## src/rtl/riscv_pkg.sv

```systemverilog
// Shared RV32I decode definitions: opcodes, ALU operations, immediate formats
// and the ID/EX pipeline register layout.
package riscv_pkg;

  localparam logic [6:0] OPC_LUI    = 7'b0110111;
  localparam logic [6:0] OPC_AUIPC  = 7'b0010111;
  localparam logic [6:0] OPC_JAL    = 7'b1101111;
  localparam logic [6:0] OPC_JALR   = 7'b1100111;
  localparam logic [6:0] OPC_BRANCH = 7'b1100011;
  localparam logic [6:0] OPC_LOAD   = 7'b0000011;
  localparam logic [6:0] OPC_STORE  = 7'b0100011;
  localparam logic [6:0] OPC_OP_IMM = 7'b0010011;
  localparam logic [6:0] OPC_OP     = 7'b0110011;

  typedef enum logic [3:0] {
    ALU_ADD    = 4'd0,
    ALU_SUB    = 4'd1,
    ALU_SLL    = 4'd2,
    ALU_SLT    = 4'd3,
    ALU_SLTU   = 4'd4,
    ALU_XOR    = 4'd5,
    ALU_SRL    = 4'd6,
    ALU_SRA    = 4'd7,
    ALU_OR     = 4'd8,
    ALU_AND    = 4'd9,
    ALU_PASS_B = 4'd10
  } alu_op_e;

  typedef enum logic [2:0] {
    IMM_NONE = 3'd0,
    IMM_I    = 3'd1,
    IMM_S    = 3'd2,
    IMM_B    = 3'd3,
    IMM_U    = 3'd4,
    IMM_J    = 3'd5
  } imm_fmt_e;

  // ID/EX register contents; widths fixed at 32 since only RV32 is supported
  typedef struct packed {
    logic        valid;
    logic [31:0] pc;
    logic [31:0] rs1_val;
    logic [31:0] rs2_val;
    logic [31:0] imm;
    logic [4:0]  rs1_addr;
    logic [4:0]  rs2_addr;
    logic [4:0]  rd_addr;
    logic [2:0]  funct3;
    alu_op_e     alu_op;
    logic        alu_src_imm;
    logic        alu_src_pc;
    logic        mem_read;
    logic        mem_write;
    logic        reg_write;
    logic        branch;
    logic        jump;
    logic        jalr;
    logic        illegal;
  } idex_t;

  // Immediate layout implied by the major opcode
  function automatic imm_fmt_e imm_fmt_of(input logic [6:0] opcode);
    imm_fmt_e fmt;
    case (opcode)
      OPC_JALR, OPC_LOAD, OPC_OP_IMM: fmt = IMM_I;
      OPC_STORE:                      fmt = IMM_S;
      OPC_BRANCH:                     fmt = IMM_B;
      OPC_LUI, OPC_AUIPC:             fmt = IMM_U;
      OPC_JAL:                        fmt = IMM_J;
      default:                        fmt = IMM_NONE;
    endcase
    return fmt;
  endfunction

  // Register/immediate arithmetic op; alt selects SUB for funct3=000, SRA for 101
  function automatic alu_op_e alu_op_of(input logic [2:0] funct3, input logic alt);
    alu_op_e op;
    case (funct3)
      3'b000:  op = alt ? ALU_SUB : ALU_ADD;
      3'b001:  op = ALU_SLL;
      3'b010:  op = ALU_SLT;
      3'b011:  op = ALU_SLTU;
      3'b100:  op = ALU_XOR;
      3'b101:  op = alt ? ALU_SRA : ALU_SRL;
      3'b110:  op = ALU_OR;
      default: op = ALU_AND;
    endcase
    return op;
  endfunction

endpackage

```

## src/rtl/id_stage_if.sv

```systemverilog
// Signal bundle between the decode stage and its surroundings: IF/ID
// register, register-file read/write ports, EX redirect and ID/EX payload.
// master = pipeline surroundings, slave = the decode stage.
interface id_stage_if #(parameter int XLEN = 32);

  logic            if_valid;
  logic [XLEN-1:0] if_pc;
  logic [31:0]     if_instr;
  logic            stall_if;
  logic            flush;

  logic [4:0]      rs1_addr;
  logic [4:0]      rs2_addr;
  logic [XLEN-1:0] rs1_data;
  logic [XLEN-1:0] rs2_data;

  logic            wb_we;
  logic [4:0]      wb_rd_addr;
  logic [XLEN-1:0] wb_rd_data;

  logic            ex_valid;
  logic [XLEN-1:0] ex_pc;
  logic [XLEN-1:0] ex_rs1_val;
  logic [XLEN-1:0] ex_rs2_val;
  logic [XLEN-1:0] ex_imm;
  logic [4:0]      ex_rs1_addr;
  logic [4:0]      ex_rs2_addr;
  logic [4:0]      ex_rd_addr;
  logic [2:0]      ex_funct3;
  logic [3:0]      ex_alu_op;
  logic            ex_alu_src_imm;
  logic            ex_alu_src_pc;
  logic            ex_mem_read;
  logic            ex_mem_write;
  logic            ex_reg_write;
  logic            ex_branch;
  logic            ex_jump;
  logic            ex_jalr;
  logic            ex_illegal;

  modport master (
    output if_valid, if_pc, if_instr, flush, rs1_data, rs2_data,
           wb_we, wb_rd_addr, wb_rd_data,
    input  stall_if, rs1_addr, rs2_addr,
           ex_valid, ex_pc, ex_rs1_val, ex_rs2_val, ex_imm,
           ex_rs1_addr, ex_rs2_addr, ex_rd_addr, ex_funct3, ex_alu_op,
           ex_alu_src_imm, ex_alu_src_pc, ex_mem_read, ex_mem_write,
           ex_reg_write, ex_branch, ex_jump, ex_jalr, ex_illegal
  );

  modport slave (
    input  if_valid, if_pc, if_instr, flush, rs1_data, rs2_data,
           wb_we, wb_rd_addr, wb_rd_data,
    output stall_if, rs1_addr, rs2_addr,
           ex_valid, ex_pc, ex_rs1_val, ex_rs2_val, ex_imm,
           ex_rs1_addr, ex_rs2_addr, ex_rd_addr, ex_funct3, ex_alu_op,
           ex_alu_src_imm, ex_alu_src_pc, ex_mem_read, ex_mem_write,
           ex_reg_write, ex_branch, ex_jump, ex_jalr, ex_illegal
  );

endinterface

```

## src/rtl/id_stage_imm_gen.sv

```systemverilog
// Immediate generator: extracts and sign-extends the I/S/B/U/J immediate
// selected by the instruction's opcode. Non-immediate formats yield zero.
module imm_gen
  import riscv_pkg::*;
(
  input  logic [31:0] instr,
  output logic [31:0] imm
);

  // Reassemble the scattered immediate bits for the decoded format
  always_comb begin
    imm = '0;
    case (imm_fmt_of(instr[6:0]))
      IMM_I:   imm = {{20{instr[31]}}, instr[31:20]};
      IMM_S:   imm = {{20{instr[31]}}, instr[31:25], instr[11:7]};
      IMM_B:   imm = {{19{instr[31]}}, instr[31], instr[7], instr[30:25], instr[11:8], 1'b0};
      IMM_U:   imm = {instr[31:12], 12'b0};
      IMM_J:   imm = {{11{instr[31]}}, instr[31], instr[19:12], instr[20], instr[30:21], 1'b0};
      default: imm = '0;
    endcase
  end

endmodule

```

## src/rtl/id_stage.sv

```systemverilog
// RV32I decode stage: control decode, operand read with writeback bypass,
// load-use hazard detection and the ID/EX pipeline register.
module id_stage
  import riscv_pkg::*;
#(
  parameter int XLEN      = 32,
  parameter bit WB_BYPASS = 1'b1
) (
  input logic     clk,
  input logic     rst,
  id_stage_if.slave bus
);

  logic [6:0]  opcode;
  logic [2:0]  funct3;
  logic [4:0]  rd_addr;
  logic [31:0] imm;

  alu_op_e dec_alu_op;
  logic    dec_alu_src_imm;
  logic    dec_alu_src_pc;
  logic    dec_mem_read;
  logic    dec_mem_write;
  logic    dec_reg_write;
  logic    dec_branch;
  logic    dec_jump;
  logic    dec_jalr;
  logic    dec_illegal;
  logic    rs1_used;
  logic    rs2_used;

  logic [XLEN-1:0] rs1_val;
  logic [XLEN-1:0] rs2_val;
  logic            hazard;

  idex_t ex_d;
  idex_t ex_q;

  assign opcode       = bus.if_instr[6:0];
  assign funct3       = bus.if_instr[14:12];
  assign rd_addr      = bus.if_instr[11:7];
  assign bus.rs1_addr = bus.if_instr[19:15];
  assign bus.rs2_addr = bus.if_instr[24:20];

  imm_gen u_imm_gen (
    .instr (bus.if_instr),
    .imm   (imm)
  );

  // Control decode; unknown opcodes are flagged illegal with no side effects
  always_comb begin
    dec_alu_op      = ALU_ADD;
    dec_alu_src_imm = 1'b0;
    dec_alu_src_pc  = 1'b0;
    dec_mem_read    = 1'b0;
    dec_mem_write   = 1'b0;
    dec_reg_write   = 1'b0;
    dec_branch      = 1'b0;
    dec_jump        = 1'b0;
    dec_jalr        = 1'b0;
    dec_illegal     = 1'b0;
    rs1_used        = 1'b1;
    rs2_used        = 1'b0;
    case (opcode)
      OPC_LUI: begin
        dec_alu_op      = ALU_PASS_B;
        dec_alu_src_imm = 1'b1;
        dec_reg_write   = 1'b1;
        rs1_used        = 1'b0;
      end
      OPC_AUIPC: begin
        dec_alu_src_imm = 1'b1;
        dec_alu_src_pc  = 1'b1;
        dec_reg_write   = 1'b1;
        rs1_used        = 1'b0;
      end
      OPC_JAL: begin
        dec_alu_src_imm = 1'b1;
        dec_alu_src_pc  = 1'b1;
        dec_reg_write   = 1'b1;
        dec_jump        = 1'b1;
        rs1_used        = 1'b0;
      end
      OPC_JALR: begin
        dec_alu_src_imm = 1'b1;
        dec_reg_write   = 1'b1;
        dec_jump        = 1'b1;
        dec_jalr        = 1'b1;
      end
      OPC_BRANCH: begin
        dec_branch = 1'b1;
        rs2_used   = 1'b1;
        case (funct3[2:1])
          2'b10:   dec_alu_op = ALU_SLT;
          2'b11:   dec_alu_op = ALU_SLTU;
          default: dec_alu_op = ALU_SUB;
        endcase
      end
      OPC_LOAD: begin
        dec_alu_src_imm = 1'b1;
        dec_mem_read    = 1'b1;
        dec_reg_write   = 1'b1;
      end
      OPC_STORE: begin
        dec_alu_src_imm = 1'b1;
        dec_mem_write   = 1'b1;
        rs2_used        = 1'b1;
      end
      OPC_OP_IMM: begin
        dec_alu_op      = alu_op_of(funct3, (funct3 == 3'b101) && bus.if_instr[30]);
        dec_alu_src_imm = 1'b1;
        dec_reg_write   = 1'b1;
      end
      OPC_OP: begin
        dec_alu_op    = alu_op_of(funct3, bus.if_instr[30]);
        dec_reg_write = 1'b1;
        rs2_used      = 1'b1;
      end
      default: begin
        dec_illegal = 1'b1;
      end
    endcase
    if (rd_addr == 5'd0) begin
      dec_reg_write = 1'b0;
    end
  end

  // Operand select: x0 is always zero, otherwise take a same-cycle writeback
  always_comb begin
    rs1_val = bus.rs1_data;
    rs2_val = bus.rs2_data;
    if (bus.rs1_addr == 5'd0) begin
      rs1_val = '0;
    end else if (WB_BYPASS && bus.wb_we && (bus.wb_rd_addr == bus.rs1_addr)) begin
      rs1_val = bus.wb_rd_data;
    end
    if (bus.rs2_addr == 5'd0) begin
      rs2_val = '0;
    end else if (WB_BYPASS && bus.wb_we && (bus.wb_rd_addr == bus.rs2_addr)) begin
      rs2_val = bus.wb_rd_data;
    end
  end

  // Load-use hazard against the load currently sitting in EX
  always_comb begin
    hazard = bus.if_valid && ex_q.valid && ex_q.mem_read && (ex_q.rd_addr != 5'd0) &&
             ((rs1_used && (bus.rs1_addr == ex_q.rd_addr)) ||
              (rs2_used && (bus.rs2_addr == ex_q.rd_addr)));
    bus.stall_if = hazard && !bus.flush && rst;
  end

  // Next ID/EX contents: load decode results, or insert a bubble on kill
  always_comb begin
    ex_d.valid       = bus.if_valid;
    ex_d.pc          = bus.if_pc;
    ex_d.rs1_val     = rs1_val;
    ex_d.rs2_val     = rs2_val;
    ex_d.imm         = imm;
    ex_d.rs1_addr    = bus.rs1_addr;
    ex_d.rs2_addr    = bus.rs2_addr;
    ex_d.rd_addr     = rd_addr;
    ex_d.funct3      = funct3;
    ex_d.alu_op      = dec_alu_op;
    ex_d.alu_src_imm = dec_alu_src_imm;
    ex_d.alu_src_pc  = dec_alu_src_pc;
    ex_d.mem_read    = dec_mem_read;
    ex_d.mem_write   = dec_mem_write;
    ex_d.reg_write   = dec_reg_write;
    ex_d.branch      = dec_branch;
    ex_d.jump        = dec_jump;
    ex_d.jalr        = dec_jalr;
    ex_d.illegal     = dec_illegal;
    if (bus.flush || hazard || !bus.if_valid) begin
      ex_d.valid     = 1'b0;
      ex_d.mem_read  = 1'b0;
      ex_d.mem_write = 1'b0;
      ex_d.reg_write = 1'b0;
      ex_d.branch    = 1'b0;
      ex_d.jump      = 1'b0;
      ex_d.jalr      = 1'b0;
      ex_d.illegal   = 1'b0;
    end
  end

  // ID/EX register with synchronous active-low clear
  always_ff @(posedge clk) begin
    if (!rst) begin
      ex_q <= '0;
    end else begin
      ex_q <= ex_d;
    end
  end

  assign bus.ex_valid       = ex_q.valid;
  assign bus.ex_pc          = ex_q.pc;
  assign bus.ex_rs1_val     = ex_q.rs1_val;
  assign bus.ex_rs2_val     = ex_q.rs2_val;
  assign bus.ex_imm         = ex_q.imm;
  assign bus.ex_rs1_addr    = ex_q.rs1_addr;
  assign bus.ex_rs2_addr    = ex_q.rs2_addr;
  assign bus.ex_rd_addr     = ex_q.rd_addr;
  assign bus.ex_funct3      = ex_q.funct3;
  assign bus.ex_alu_op      = ex_q.alu_op;
  assign bus.ex_alu_src_imm = ex_q.alu_src_imm;
  assign bus.ex_alu_src_pc  = ex_q.alu_src_pc;
  assign bus.ex_mem_read    = ex_q.mem_read;
  assign bus.ex_mem_write   = ex_q.mem_write;
  assign bus.ex_reg_write   = ex_q.reg_write;
  assign bus.ex_branch      = ex_q.branch;
  assign bus.ex_jump        = ex_q.jump;
  assign bus.ex_jalr        = ex_q.jalr;
  assign bus.ex_illegal     = ex_q.illegal;

endmodule
```

## src/flat_wrapper.sv

```systemverilog
// flat-port wrapper written by rule: the top's interface ports become plain ports
module id_stage_flat import riscv_pkg::*;
#(
  parameter int XLEN      = 32,
  parameter bit WB_BYPASS = 1'b1
)
  (clk, rst, bus_if_valid, bus_if_pc, bus_if_instr, bus_flush, bus_rs1_data, bus_rs2_data, bus_wb_we, bus_wb_rd_addr, bus_wb_rd_data, bus_stall_if, bus_rs1_addr, bus_rs2_addr, bus_ex_valid, bus_ex_pc, bus_ex_rs1_val, bus_ex_rs2_val, bus_ex_imm, bus_ex_rs1_addr, bus_ex_rs2_addr, bus_ex_rd_addr, bus_ex_funct3, bus_ex_alu_op, bus_ex_alu_src_imm, bus_ex_alu_src_pc, bus_ex_mem_read, bus_ex_mem_write, bus_ex_reg_write, bus_ex_branch, bus_ex_jump, bus_ex_jalr, bus_ex_illegal);
  id_stage_if #(.XLEN(XLEN)) bus_i ();
  input logic clk;
  input logic rst;
  input wire logic [$bits(bus_i.if_valid)-1:0] bus_if_valid;
  input wire logic [$bits(bus_i.if_pc)-1:0] bus_if_pc;
  input wire logic [$bits(bus_i.if_instr)-1:0] bus_if_instr;
  input wire logic [$bits(bus_i.flush)-1:0] bus_flush;
  input wire logic [$bits(bus_i.rs1_data)-1:0] bus_rs1_data;
  input wire logic [$bits(bus_i.rs2_data)-1:0] bus_rs2_data;
  input wire logic [$bits(bus_i.wb_we)-1:0] bus_wb_we;
  input wire logic [$bits(bus_i.wb_rd_addr)-1:0] bus_wb_rd_addr;
  input wire logic [$bits(bus_i.wb_rd_data)-1:0] bus_wb_rd_data;
  output wire logic [$bits(bus_i.stall_if)-1:0] bus_stall_if;
  output wire logic [$bits(bus_i.rs1_addr)-1:0] bus_rs1_addr;
  output wire logic [$bits(bus_i.rs2_addr)-1:0] bus_rs2_addr;
  output wire logic [$bits(bus_i.ex_valid)-1:0] bus_ex_valid;
  output wire logic [$bits(bus_i.ex_pc)-1:0] bus_ex_pc;
  output wire logic [$bits(bus_i.ex_rs1_val)-1:0] bus_ex_rs1_val;
  output wire logic [$bits(bus_i.ex_rs2_val)-1:0] bus_ex_rs2_val;
  output wire logic [$bits(bus_i.ex_imm)-1:0] bus_ex_imm;
  output wire logic [$bits(bus_i.ex_rs1_addr)-1:0] bus_ex_rs1_addr;
  output wire logic [$bits(bus_i.ex_rs2_addr)-1:0] bus_ex_rs2_addr;
  output wire logic [$bits(bus_i.ex_rd_addr)-1:0] bus_ex_rd_addr;
  output wire logic [$bits(bus_i.ex_funct3)-1:0] bus_ex_funct3;
  output wire logic [$bits(bus_i.ex_alu_op)-1:0] bus_ex_alu_op;
  output wire logic [$bits(bus_i.ex_alu_src_imm)-1:0] bus_ex_alu_src_imm;
  output wire logic [$bits(bus_i.ex_alu_src_pc)-1:0] bus_ex_alu_src_pc;
  output wire logic [$bits(bus_i.ex_mem_read)-1:0] bus_ex_mem_read;
  output wire logic [$bits(bus_i.ex_mem_write)-1:0] bus_ex_mem_write;
  output wire logic [$bits(bus_i.ex_reg_write)-1:0] bus_ex_reg_write;
  output wire logic [$bits(bus_i.ex_branch)-1:0] bus_ex_branch;
  output wire logic [$bits(bus_i.ex_jump)-1:0] bus_ex_jump;
  output wire logic [$bits(bus_i.ex_jalr)-1:0] bus_ex_jalr;
  output wire logic [$bits(bus_i.ex_illegal)-1:0] bus_ex_illegal;
  assign bus_i.if_valid = bus_if_valid;
  assign bus_i.if_pc = bus_if_pc;
  assign bus_i.if_instr = bus_if_instr;
  assign bus_i.flush = bus_flush;
  assign bus_i.rs1_data = bus_rs1_data;
  assign bus_i.rs2_data = bus_rs2_data;
  assign bus_i.wb_we = bus_wb_we;
  assign bus_i.wb_rd_addr = bus_wb_rd_addr;
  assign bus_i.wb_rd_data = bus_wb_rd_data;
  assign bus_stall_if = bus_i.stall_if;
  assign bus_rs1_addr = bus_i.rs1_addr;
  assign bus_rs2_addr = bus_i.rs2_addr;
  assign bus_ex_valid = bus_i.ex_valid;
  assign bus_ex_pc = bus_i.ex_pc;
  assign bus_ex_rs1_val = bus_i.ex_rs1_val;
  assign bus_ex_rs2_val = bus_i.ex_rs2_val;
  assign bus_ex_imm = bus_i.ex_imm;
  assign bus_ex_rs1_addr = bus_i.ex_rs1_addr;
  assign bus_ex_rs2_addr = bus_i.ex_rs2_addr;
  assign bus_ex_rd_addr = bus_i.ex_rd_addr;
  assign bus_ex_funct3 = bus_i.ex_funct3;
  assign bus_ex_alu_op = bus_i.ex_alu_op;
  assign bus_ex_alu_src_imm = bus_i.ex_alu_src_imm;
  assign bus_ex_alu_src_pc = bus_i.ex_alu_src_pc;
  assign bus_ex_mem_read = bus_i.ex_mem_read;
  assign bus_ex_mem_write = bus_i.ex_mem_write;
  assign bus_ex_reg_write = bus_i.ex_reg_write;
  assign bus_ex_branch = bus_i.ex_branch;
  assign bus_ex_jump = bus_i.ex_jump;
  assign bus_ex_jalr = bus_i.ex_jalr;
  assign bus_ex_illegal = bus_i.ex_illegal;
  id_stage #(.XLEN(XLEN), .WB_BYPASS(WB_BYPASS)) u_core (.clk(clk), .rst(rst), .bus(bus_i));
endmodule
```

## config.mk

```make
export PLATFORM = sky130hd
export DESIGN_NAME = id_stage_flat
export DESIGN_NICKNAME = d
export VERILOG_FILES = /design/src/rtl/riscv_pkg.sv /design/src/rtl/id_stage_if.sv /design/src/rtl/id_stage_imm_gen.sv /design/src/rtl/id_stage.sv /design/src/flat_wrapper.sv
export SDC_FILE = /design/constraint.sdc
export NUM_CORES = 1
export LEC_CHECK = 0
export ABC_AREA = 1
export CAP_MARGIN = 0
export CELL_PAD_IN_SITES_DETAIL_PLACEMENT = 1
export CELL_PAD_IN_SITES_GLOBAL_PLACEMENT = 2
export CORE_MARGIN = 2
export CORE_UTILIZATION = 22
export CTS_CLUSTER_DIAMETER = 150
export DETAILED_ROUTE_END_ITERATION = 12
export PLACE_DENSITY_LB_ADDON = 0.1
export SETUP_SLACK_MARGIN = 0.4
export SYNTH_ARGS = -nofsm -noshare
export SYNTH_HDL_FRONTEND = slang
export SYNTH_SLANG_ARGS = --single-unit
```

## constraint.sdc

```tcl
create_clock -name clk -period 3 [get_ports clk]
set_clock_uncertainty 0.2 [all_clocks]
set_input_delay 0.6 -clock clk [delete_from_list [all_inputs] [get_ports clk]]
set_output_delay 0.6 -clock clk [all_outputs]
set_load 0.1 [all_outputs]
```

* After elaboration in Yosys (flattened, before gate mapping) *
Index checks and enable logic that the tools add are counted.

cells by class
  reductions and logical operators = 34
  bitwise logic cells = 1
  muxes and demuxes = 23
  eq/ne operators = 26

operators by type and width
  cell                                                             number
  32-bit one-hot mux with 5 select lines                           1
  32-bit two-way mux                                               2
  4-bit one-hot mux with 7 select lines                            2
  7-bit by 6-bit == test with 1-bit output, second input constant  3
  7-bit == test, second input constant                             3
  5-bit == test                                                    4
  4-bit one-hot mux with 4 select lines                            1
  3-bit == test, second input constant                             5
  5-bit logical NOT                                                3
  1-bit two-way mux                                                15
  3-bit one-hot mux with 5 select lines                            1
  7-bit by 5-bit == test with 1-bit output, second input constant  2
  7-bit OR reduction                                               2
  3-bit by 2-bit == test with 1-bit output, second input constant  4
  2-bit OR reduction                                               6
  3-bit OR reduction                                               4
  1-bit logical AND                                                11
  9-bit OR reduction                                               1
  7-bit by 2-bit == test with 1-bit output, second input constant  1
  3-bit by 1-bit == test with 1-bit output, second input constant  2
  3-bit one-hot mux with 2 select lines                            1
  5-bit nonzero test                                               1
  2-bit == test, second input constant                             2
  3-bit logical NOT                                                1
  other kinds (3)                                                  6

word-level totals
  word-level logic and storage cells = 103
  bits in registers = 160
  output and inout bits = 171

* Logic depth before layout (Yosys ltp) *
Gate-level depths: netlist of the first run.

  word-level depth = 9
  mapped depth = 11

* Cells and area by module *
Synthesis of the first run repeated with hierarchy kept, for this count alone.

second synthesis, totals
  cells, all modules = 1005
  area, all modules = 6757.7 sq um

modules (own cells, without submodules)
  module    instances  cells each  sequential area each (sq um)  area each (sq um)
  id_stage  1          843         3203.1                        6018.3
  imm_gen   1          162         0.0                           739.5

* Worst setup path before layout of the first run *
OpenSTA, ideal clock, no wires.

  kind = register to output
  start = register u_core.ex_q, in the netlist u_core.bus.ex_rd_addr[1]
  end = output bus_stall_if
  slack = -626 ps
  arrival time = 2826 ps
  data required time = 2200 ps
  cell stages (with the launch flop) = 9
  path buffers = 0
  path through = dfxtp_1 -> inv_1 -> nand2_1 -> nand4_1 -> nor2_1 -> nand2_1 -> nand2_1 -> nand2_1 -> nor2_1

between the ends
  word-level cells in the longest chain between the ends = 6
  elaborated cells on any way between the ends = 10

RTL lines
  item                                         line                              RTL
  start: declaration                           id_stage.sv:37                    idex_t ex_q;
  start signal: assignment                     id_stage.sv:188                   ex_q <= '0;
  start signal: assignment                     id_stage.sv:190                   ex_q <= ex_d;
  5-bit == test, on equally long branches      id_stage.sv:147, id_stage.sv:148
  1-bit logical AND, on equally long branches  id_stage.sv:147, id_stage.sv:148
  1-bit logical OR                             id_stage.sv:147                   ((rs1_used && (bus.rs1_addr == ex_q.rd_addr)) ||
  1-bit logical AND (*)                        id_stage.sv:146                   hazard = bus.if_valid && ex_q.valid && ex_q.mem_read && (ex_q.rd_addr != 5'd0) &&
  1-bit logical AND (*) (2 in series)          id_stage.sv:149                   bus.stall_if = hazard && !bus.flush && rst;
  end: declaration                             flat_wrapper.sv:20                output wire logic [$bits(bus_i.stall_if)-1:0] bus_stall_if;

Mark *: on every way between the ends. The rest lies on a longest branch, timed or not.

* Worst setup path in the final report of the first run *
  start = input bus_if_instr[0]
  end = output bus_stall_if

between the ends
  word-level cells in the longest chain between the ends = 8
  elaborated cells on any way between the ends = 16

RTL lines
  item                                                                    line                              RTL
  start: declaration                                                      flat_wrapper.sv:13                input wire logic [$bits(bus_i.if_instr)-1:0] bus_if_instr;
  7-bit by 6-bit == test with 1-bit output, or another cell as far along  id_stage.sv:64                    case (opcode)
  3-bit OR reduction (no source line)                                     --
  1-bit two-way mux                                                       id_stage.sv:64
  1-bit logical AND, on equally long branches                             id_stage.sv:147, id_stage.sv:148
  1-bit logical OR (*)                                                    id_stage.sv:147
  1-bit logical AND (*)                                                   id_stage.sv:146
  1-bit logical AND (*) (2 in series)                                     id_stage.sv:149

Marked as above.

==> flow_summary.yaml, run 1 <==
synth:
  synth_seq_area_share_pct: 52.57
  netlist.top_cell.by_area: "sky130_fd_sc_hd__dfxtp_1"
  synth.yosys.warnings: 0
  postSynthAreaPerCell_um2: 7.913
  yosys_register_bits: 160
  postSynthNetCount: 940
  syn_std_cell_area_um2: 6093
  number_of_instances_in_the_synthesized_netlist: 770
  synth_largest_type_area_fraction_pct: 52.57
  ys_top_cells_by_area: "sky130_fd_sc_hd__dfxtp_1, sky130_fd_sc_hd__nand2_1, sky130_fd_sc_hd__nand4_1"
  netlist-cell-type-count: 30
sta:
  setup_viol: 0
  worst_slack_ns: 0.5091
  final_hold_vio_count: 0
  worst_slew_margin_rel_pct: 63.52
  layout_min_cycle_time_ns: 2.491
  max_freq_ghz: 0.4015
  fin_crit_sh_pct: 83.03
  finalMaxSlewViolations: 0
  final.setup.tns_ns: 0
  transition_at_the_pin_with_the_smallest_max_transition_slack_ns: 0.5473
  rsz0062_at_grt: "no"
finish:
  fillers: 3230
  mostFrequentLayoutCell: "sky130_fd_sc_hd__buf_4"
  final_util_pct: 38.79
  layout-drive-gt1-share_pct: 28.82
  finalInstanceArea_um2: 10510
  area_growth_pct: 72.50
  mostFrequentLayoutCells: "sky130_fd_sc_hd__buf_4, sky130_fd_sc_hd__nand2_1, sky130_fd_sc_hd__dfxtp_1, sky130_fd_sc_hd__clkdlybuf4s50_1, sky130_fd_sc_hd__inv_1"
  final_net_count: 1295
  final_cell_count_no_fill: 1511
power:
  sw_frac_of_total_pct: 36.47
  share_clk_of_total_power_pct: 37.5
  power_density_nw_per_um2: 579.5
  power_leakage_uw: 0.005143
  total_switching_power_uw: 2221
  power.share.combinational_pct: 25.6
  seq_power_share_pct: 36.9
  vdd.ir_drop.worst_mv: 0.3244
  pint_uw: 3870
outcome:
  status: "completed"
setup_path:
  cp_data_required_time_ns: 2.20
  crit_type: "primary input to output pin"
  timing.critical_path.arrival_ns: 1.69
  crit_fanout: 3
  cp-end-kind: "output pin"
  critPathLaunchType: "primary input"
cts:
  root_buffer: "sky130_fd_sc_hd__clkbuf_16"
  clock_latency_ns: 0.42
  clock_tree_buffer_depth: 2
  cts_sinks: 160
  cts_tree: "yes"
  cts_inserted_buffers: 17
  worst_setup_hold_path_clk_slew_ns: 0.08
  cts_htree_levels: 4
flow_run:
  drv.max_cap_violation_count: 0
route:
  vias: 6401
  ant_nets: 0
  drt_pass1_iterations: 4
  detail_route.iter0.violations: 283
  drt-vias-per-instance: 4.236
  routed_wire_length_per_instance_um: 17.76
  drc: 0
  route.final.wire_length_um: 26840
min_path:
  worst_hold_path_type: "primary input to register"
grt:
  grt_remaining_overflow: 0
  grt_pass1_vias: 6849
  grt_pass1_wl_um: 40260
  pin_count_of_the_biggest_net_entering_global_routing: 53
  grt_antenna_before_repair: 1
  grt_util_all_layers_pct: 18.29
floorplanning:
  initial_core_util_pct: 22.48
  die_height_um: 170.4
  number_of_cell_rows: 60
  io_pins: 341
  dieArea_um2: 29040
  die_x_um: 170.4
  coreArea_um2: 27100
place:
  finalWeightedCongestion: 0.7793
  post-place-ws_ns: -0.004711
  dp_cells: 1467
  placedInstanceArea_um2: 9783
  dpl.hpwl_um: 20020
  portBuffers: 340
[flip-flops by register name (all words and copies together) (netlist names), 3 cells and up]
register,flops
u_core.bus.ex_rs2_addr,5
u_core.bus.ex_alu_op,4
u_core.bus.ex_rs1_val,32
u_core.bus.ex_imm,32
u_core.bus.ex_rs2_val,32
u_core.bus.ex_funct3,3
u_core.bus.ex_rs1_addr,5
u_core.bus.ex_pc,32
u_core.bus.ex_rd_addr,5
[logic make-up (layout without fill, tap and decap cells)]
group                  after synthesis  count (layout)  share of synthesized area (%)
AND/OR/NAND/NOR                    324             324                          23.98
other                                0               1                              0
flip-flops                         160             160                          52.57
buffers and inverters              166             534                          11.58
AO/OA/AOI/OAI                      116             116                          11.29
XOR/XNOR                             4               4                         0.5751
[final timing paths]
| check | startpoint | slack, ns | cells past startpoint | to |
|---|---|---|---|---|
| worst max-delay path | bus_if_instr[0] | 0.51 | 11 | bus_stall_if |
| worst min-delay path | bus_if_instr[22] | 0.32 | 3 | u_core.bus.ex_imm[2]$_SDFF_PN0_ |
| worst max register to register | u_core.bus.ex_rd_addr[2]$_SDFF_PN0_ | 1.35 | 9 | u_core.bus.ex_mem_read$_SDFF_PP0_ |
| worst min register to register | u_core.bus.ex_valid$_SDFF_PP0_ | 0.65 | 6 | u_core.bus.ex_valid$_SDFF_PP0_ |
[synthesized netlist by cell type]
cell type	number
sky130_fd_sc_hd__nor2_1	32
sky130_fd_sc_hd__o211ai_1	3
sky130_fd_sc_hd__o211ai_2	9
sky130_fd_sc_hd__nand2_2	5
sky130_fd_sc_hd__a22oi_1	1
sky130_fd_sc_hd__clkbuf_1	14
sky130_fd_sc_hd__buf_6	1
sky130_fd_sc_hd__nand4_1	70
sky130_fd_sc_hd__inv_2	14
sky130_fd_sc_hd__a31oi_1	4
sky130_fd_sc_hd__nand3_1	10
sky130_fd_sc_hd__a21oi_1	79
sky130_fd_sc_hd__nand2_1	187
sky130_fd_sc_hd__dfxtp_1	160
sky130_fd_sc_hd__o221ai_1	1
sky130_fd_sc_hd__buf_4	12
sky130_fd_sc_hd__o21ai_1	2
sky130_fd_sc_hd__o21ai_0	6
sky130_fd_sc_hd__buf_2	24
sky130_fd_sc_hd__or2_2	1
sky130_fd_sc_hd__xor2_1	1
sky130_fd_sc_hd__a21oi_2	3
sky130_fd_sc_hd__nand3_2	2
sky130_fd_sc_hd__buf_1	1
sky130_fd_sc_hd__o22ai_1	8
sky130_fd_sc_hd__nor2_4	1
sky130_fd_sc_hd__inv_1	100
sky130_fd_sc_hd__nor3_1	14
sky130_fd_sc_hd__nor2_2	2
sky130_fd_sc_hd__xnor2_1	3
[power by group through the flow]
stage	clock network [uW]	registers [uW]	logic, uW
5_1_grt	2450	2260	1630
3_5_place_dp	0	2300	1560
6_report	2280	2250	1560
4_1_cts	2370	2250	1570
3_3_place_gp	0	2300	1560
2_1_floorplan	0	2990	292
[critical path, cell delays in order]
cell                            delay, ns
sky130_fd_sc_hd__dlygate4sd2_1       0.24
sky130_fd_sc_hd__nand2_2             0.08
sky130_fd_sc_hd__inv_4               0.05
sky130_fd_sc_hd__nand2_4             0.08
sky130_fd_sc_hd__a21oi_4             0.04
sky130_fd_sc_hd__nor2_4              0.12
sky130_fd_sc_hd__nand2_1             0.06
sky130_fd_sc_hd__nand2_1             0.06
sky130_fd_sc_hd__nand2_2             0.07
sky130_fd_sc_hd__nor2_4              0.10
sky130_fd_sc_hd__buf_12              0.18
[area by class of cell]
class | instances | area (um2) | area share, %
clock inverters | 15 | 187.7 | 1.786
well taps | 372 | 465.4 | 4.428
repair buffers | 388 | 3475 | 33.06
clock buffers | 17 | 425.4 | 4.047
inverters | 114 | 432.9 | 4.119
multi-input cells | 444 | 2311 | 21.99
flip-flops and latches | 160 | 3212 | 30.56
diodes | 1 | 2.502 | 0.02381
[what timing repair did]
| item | in CTS | in global routing |
|---|---|---|
| gates resized for setup | 44 | 29 |
| gates cloned | 0 | 0 |
| setup buffers | 10 | 1 |
| endpoints found under the setup margin | 1 | 1 |
| pin swaps | 14 | 15 |
| hold buffers | 0 | 0 |
[layer usage]
layer	part of all wire (%)	up-vias	GRT usage, %
met5	0	-	0
met2	49	220	31.35
li1	-	3199	-
met1	41	2966	22.06
met3	8.9	16	6.093
met4	0.99	0	4.459
[through the flow]
step	total power [uW]	hold slack, ns
global placement	3860	0.6161
CTS	6196	0.3192
floorplan	3287	0.4934
finish	6091	0.3213
global route	6346	0.3239
detailed placement	3862	0.6214
Power figures use the tool's default switching activity.
==> run 2: changes to the inputs <==
--- a/config.mk
+++ b/config.mk
@@ -10,7 +10,7 @@
 export CELL_PAD_IN_SITES_DETAIL_PLACEMENT = 1
 export CELL_PAD_IN_SITES_GLOBAL_PLACEMENT = 2
 export CORE_MARGIN = 2
-export CORE_UTILIZATION = 22
+export CORE_UTILIZATION = 20
 export CTS_CLUSTER_DIAMETER = 150
 export DETAILED_ROUTE_END_ITERATION = 12
 export PLACE_DENSITY_LB_ADDON = 0.1
==> constraint.sdc (replaced) <==
create_clock -name clk -period 2.4 [get_ports clk]
set_clock_uncertainty 0.2 [all_clocks]
set_input_delay 0.48 -clock clk [delete_from_list [all_inputs] [get_ports clk]]
set_output_delay 0.48 -clock clk [all_outputs]
set_load 0.1 [all_outputs]
==> flow_summary.yaml, run 2 (same netlist as run 1, synthesis figures left out) <==
outcome:
  status: "completed"
finish:
  final_net_count: 1335
  mostFrequentLayoutCells: "sky130_fd_sc_hd__buf_4, sky130_fd_sc_hd__nand2_1, sky130_fd_sc_hd__dfxtp_1, sky130_fd_sc_hd__clkdlybuf4s50_1, sky130_fd_sc_hd__inv_1"
  finalInstanceArea_um2: 11060
  layout-drive-gt1-share_pct: 30.98
  mostFrequentLayoutCell: "sky130_fd_sc_hd__buf_4"
  area_growth_pct: 81.58
grt:
  grt_pass1_vias: 7020
  grt_util_all_layers_pct: 17.35
  grt_antenna_before_repair: 3
  grt_pass1_wl_um: 41580
  grt_remaining_overflow: 0
  pin_count_of_the_biggest_net_entering_global_routing: 49
route:
  drt-vias-per-instance: 4.203
  drc: 0
  routed_wire_length_per_instance_um: 17.89
  drt_pass1_iterations: 4
  detail_route.iter0.violations: 255
  vias: 6611
  ant_nets: 0
  route.final.wire_length_um: 28130
sta:
  layout_min_cycle_time_ns: 2.353
  transition_at_the_pin_with_the_smallest_max_transition_slack_ns: 0.5073
  finalMaxSlewViolations: 0
  setup_viol: 0
  final_hold_vio_count: 0
  worst_slew_margin_rel_pct: 66.18
  rsz0062_at_grt: "yes"
  fin_crit_sh_pct: 98.06
  max_freq_ghz: 0.4249
floorplanning:
  die_height_um: 178.5
  initial_core_util_pct: 20.45
  io_pins: 341
  number_of_cell_rows: 63
  dieArea_um2: 31880
  die_x_um: 178.5
  coreArea_um2: 29800
cts:
  cts_inserted_buffers: 17
  cts_tree: "yes"
  holdBufCountCts: 0
  root_buffer: "sky130_fd_sc_hd__clkbuf_16"
  worst_setup_hold_path_clk_slew_ns: 0.08
  cts_htree_levels: 4
  clock_tree_buffer_depth: 2
  clock_latency_ns: 0.42
  cts_sinks: 160
setup_path:
  critical-path-max-stage-delay_ns: 0.27
  crit_fanout: 3
  timing.critical_path.arrival_ns: 1.67
  top_cell_family_by_delay_on_the_critical_path: "buffers and inverters"
  critPathLaunchType: "primary input"
  path_buf_inv: 3
  cp-end-kind: "output pin"
  crit_type: "primary input to output pin"
  cp_data_required_time_ns: 1.72
  path_cells: "dlygate4sd2_1, inv_2, nand3_2, a21oi_2, nand3_1, nand2_1, nand2_2, nor2_4, buf_12"
  cp_slowest_cell: "sky130_fd_sc_hd__dlygate4sd2_1"
place:
  portBuffers: 340
  dpl.hpwl_um: 21530
  finalWeightedCongestion: 0.7811
  placedInstanceArea_um2: 10370
power:
  power_leakage_uw: 0.005404
  power_density_nw_per_um2: 689.7
  vdd.ir_drop.worst_mv: 0.3441
  total_power_uw: 7631
min_path:
  worst_hold_path_type: "primary input to register"
flow_run:
  drv.max_cap_violation_count: 0
## run 2: cell count changes in the layout (fill, tap and decap cells not counted), sizes merged
| cell | before | now |
|---|---|---|
| buf | 223 | 260 |
| bufinv | 1 | 0 |
| clkbuf | 25 | 17 |
| clkdlybuf4s15 | 4 | 2 |
| clkinv | 4 | 6 |
| diode | 1 | 5 |
| dlygate4sd2 | 2 | 15 |
| inv | 122 | 121 |
## run 2: path summary, 6_finish.rpt
path / slack, ns / cells past startpoint / end / from
max: 0.05 / 9 / bus_stall_if / bus_if_instr[6]
min: 0.34 / 4 / u_core.bus.ex_rs2_addr[1]$_SDFF_PN0_ / rst
max reg2reg: 0.73 / 8 / u_core.bus.ex_jalr$_SDFF_PP0_ / u_core.bus.ex_rd_addr[4]$_SDFF_PN0_
min reg2reg: 0.67 / 6 / u_core.bus.ex_valid$_SDFF_PP0_ / u_core.bus.ex_valid$_SDFF_PP0_
## run 2: what timing repair did
action,CTS,global route
setup buffers,4,0
gates resized for setup,35,9
pin swaps,12,3
endpoints found under the setup margin,55,5
## run 2: report_power, final
part           leakage (uW)  internal (uW)  total (uW)  switching (uW)
registers           0.00132           2770        2810            40.9
clock network      0.000284           1400        2780            1380
logic               0.00380            623        2030            1410
## run 2: cell type report
class                           instances  area (um2)
Fill cell                            3505       18730
Timing Repair Buffer                  428        3971
Sequential cell                       160        3224
Multi-Input combinational cell        444        2330
Tap cell                              390       488.0
Inverter                              114       446.7
Clock buffer                           17       425.4
Clock inverter                         15       166.4
Antenna cell                            5       12.51
## run 2: worst register-to-register path: cells and delay by family, from the launching register on
kind,cells,cell delay (ns)
xor+xnor,1,0.20
simple gates,5,0.53
buf+inv,2,0.28
flops,1,0.35
## run 2: through the flow
stage          worst slack (ns)  std cells  hold WS, ns  setup TNS (ns)  utilization [%]
6_report                0.04660       1573       0.3384               0            37.13
5_1_grt                -0.06117       1568       0.3357        -0.06117            37.09
4_1_cts                 0.03428       1568       0.3239               0            37.03
3_5_place_dp            -0.3220       1532       0.5539          -4.810            34.79
3_3_place_gp            -0.3219       1532       0.5617          -3.734            34.79
2_1_floorplan            0.1310        770       0.3728               0                -
## run 2: layer usage
layer | part of all wire [%] | up-vias | global-route usage (%) | wire (um)
met1 | 43 | 3089 | 21.03 | 12000
met4 | 0.85 | 4 | 3.896 | 238
met2 | 48 | 221 | 29.47 | 13550
li1 | - | 3278 | - | -
met3 | 8.2 | 19 | 6.074 | 2316
met5 | 0.096 | - | 0 | 27
==> run 3: changes to the inputs <==
--- a/config.mk
+++ b/config.mk
@@ -11,10 +11,11 @@
 export CELL_PAD_IN_SITES_GLOBAL_PLACEMENT = 2
 export CORE_MARGIN = 2
 export CORE_UTILIZATION = 20
-export CTS_CLUSTER_DIAMETER = 150
 export DETAILED_ROUTE_END_ITERATION = 12
+export GPL_ROUTABILITY_DRIVEN = 0
 export PLACE_DENSITY_LB_ADDON = 0.1
 export SETUP_SLACK_MARGIN = 0.4
 export SYNTH_ARGS = -nofsm -noshare
 export SYNTH_HDL_FRONTEND = slang
 export SYNTH_SLANG_ARGS = --single-unit
+export TNS_END_PERCENT = 10
==> results of run 3 <==
Same layout as run 2: the final DEF is identical, and so are final timing and power.
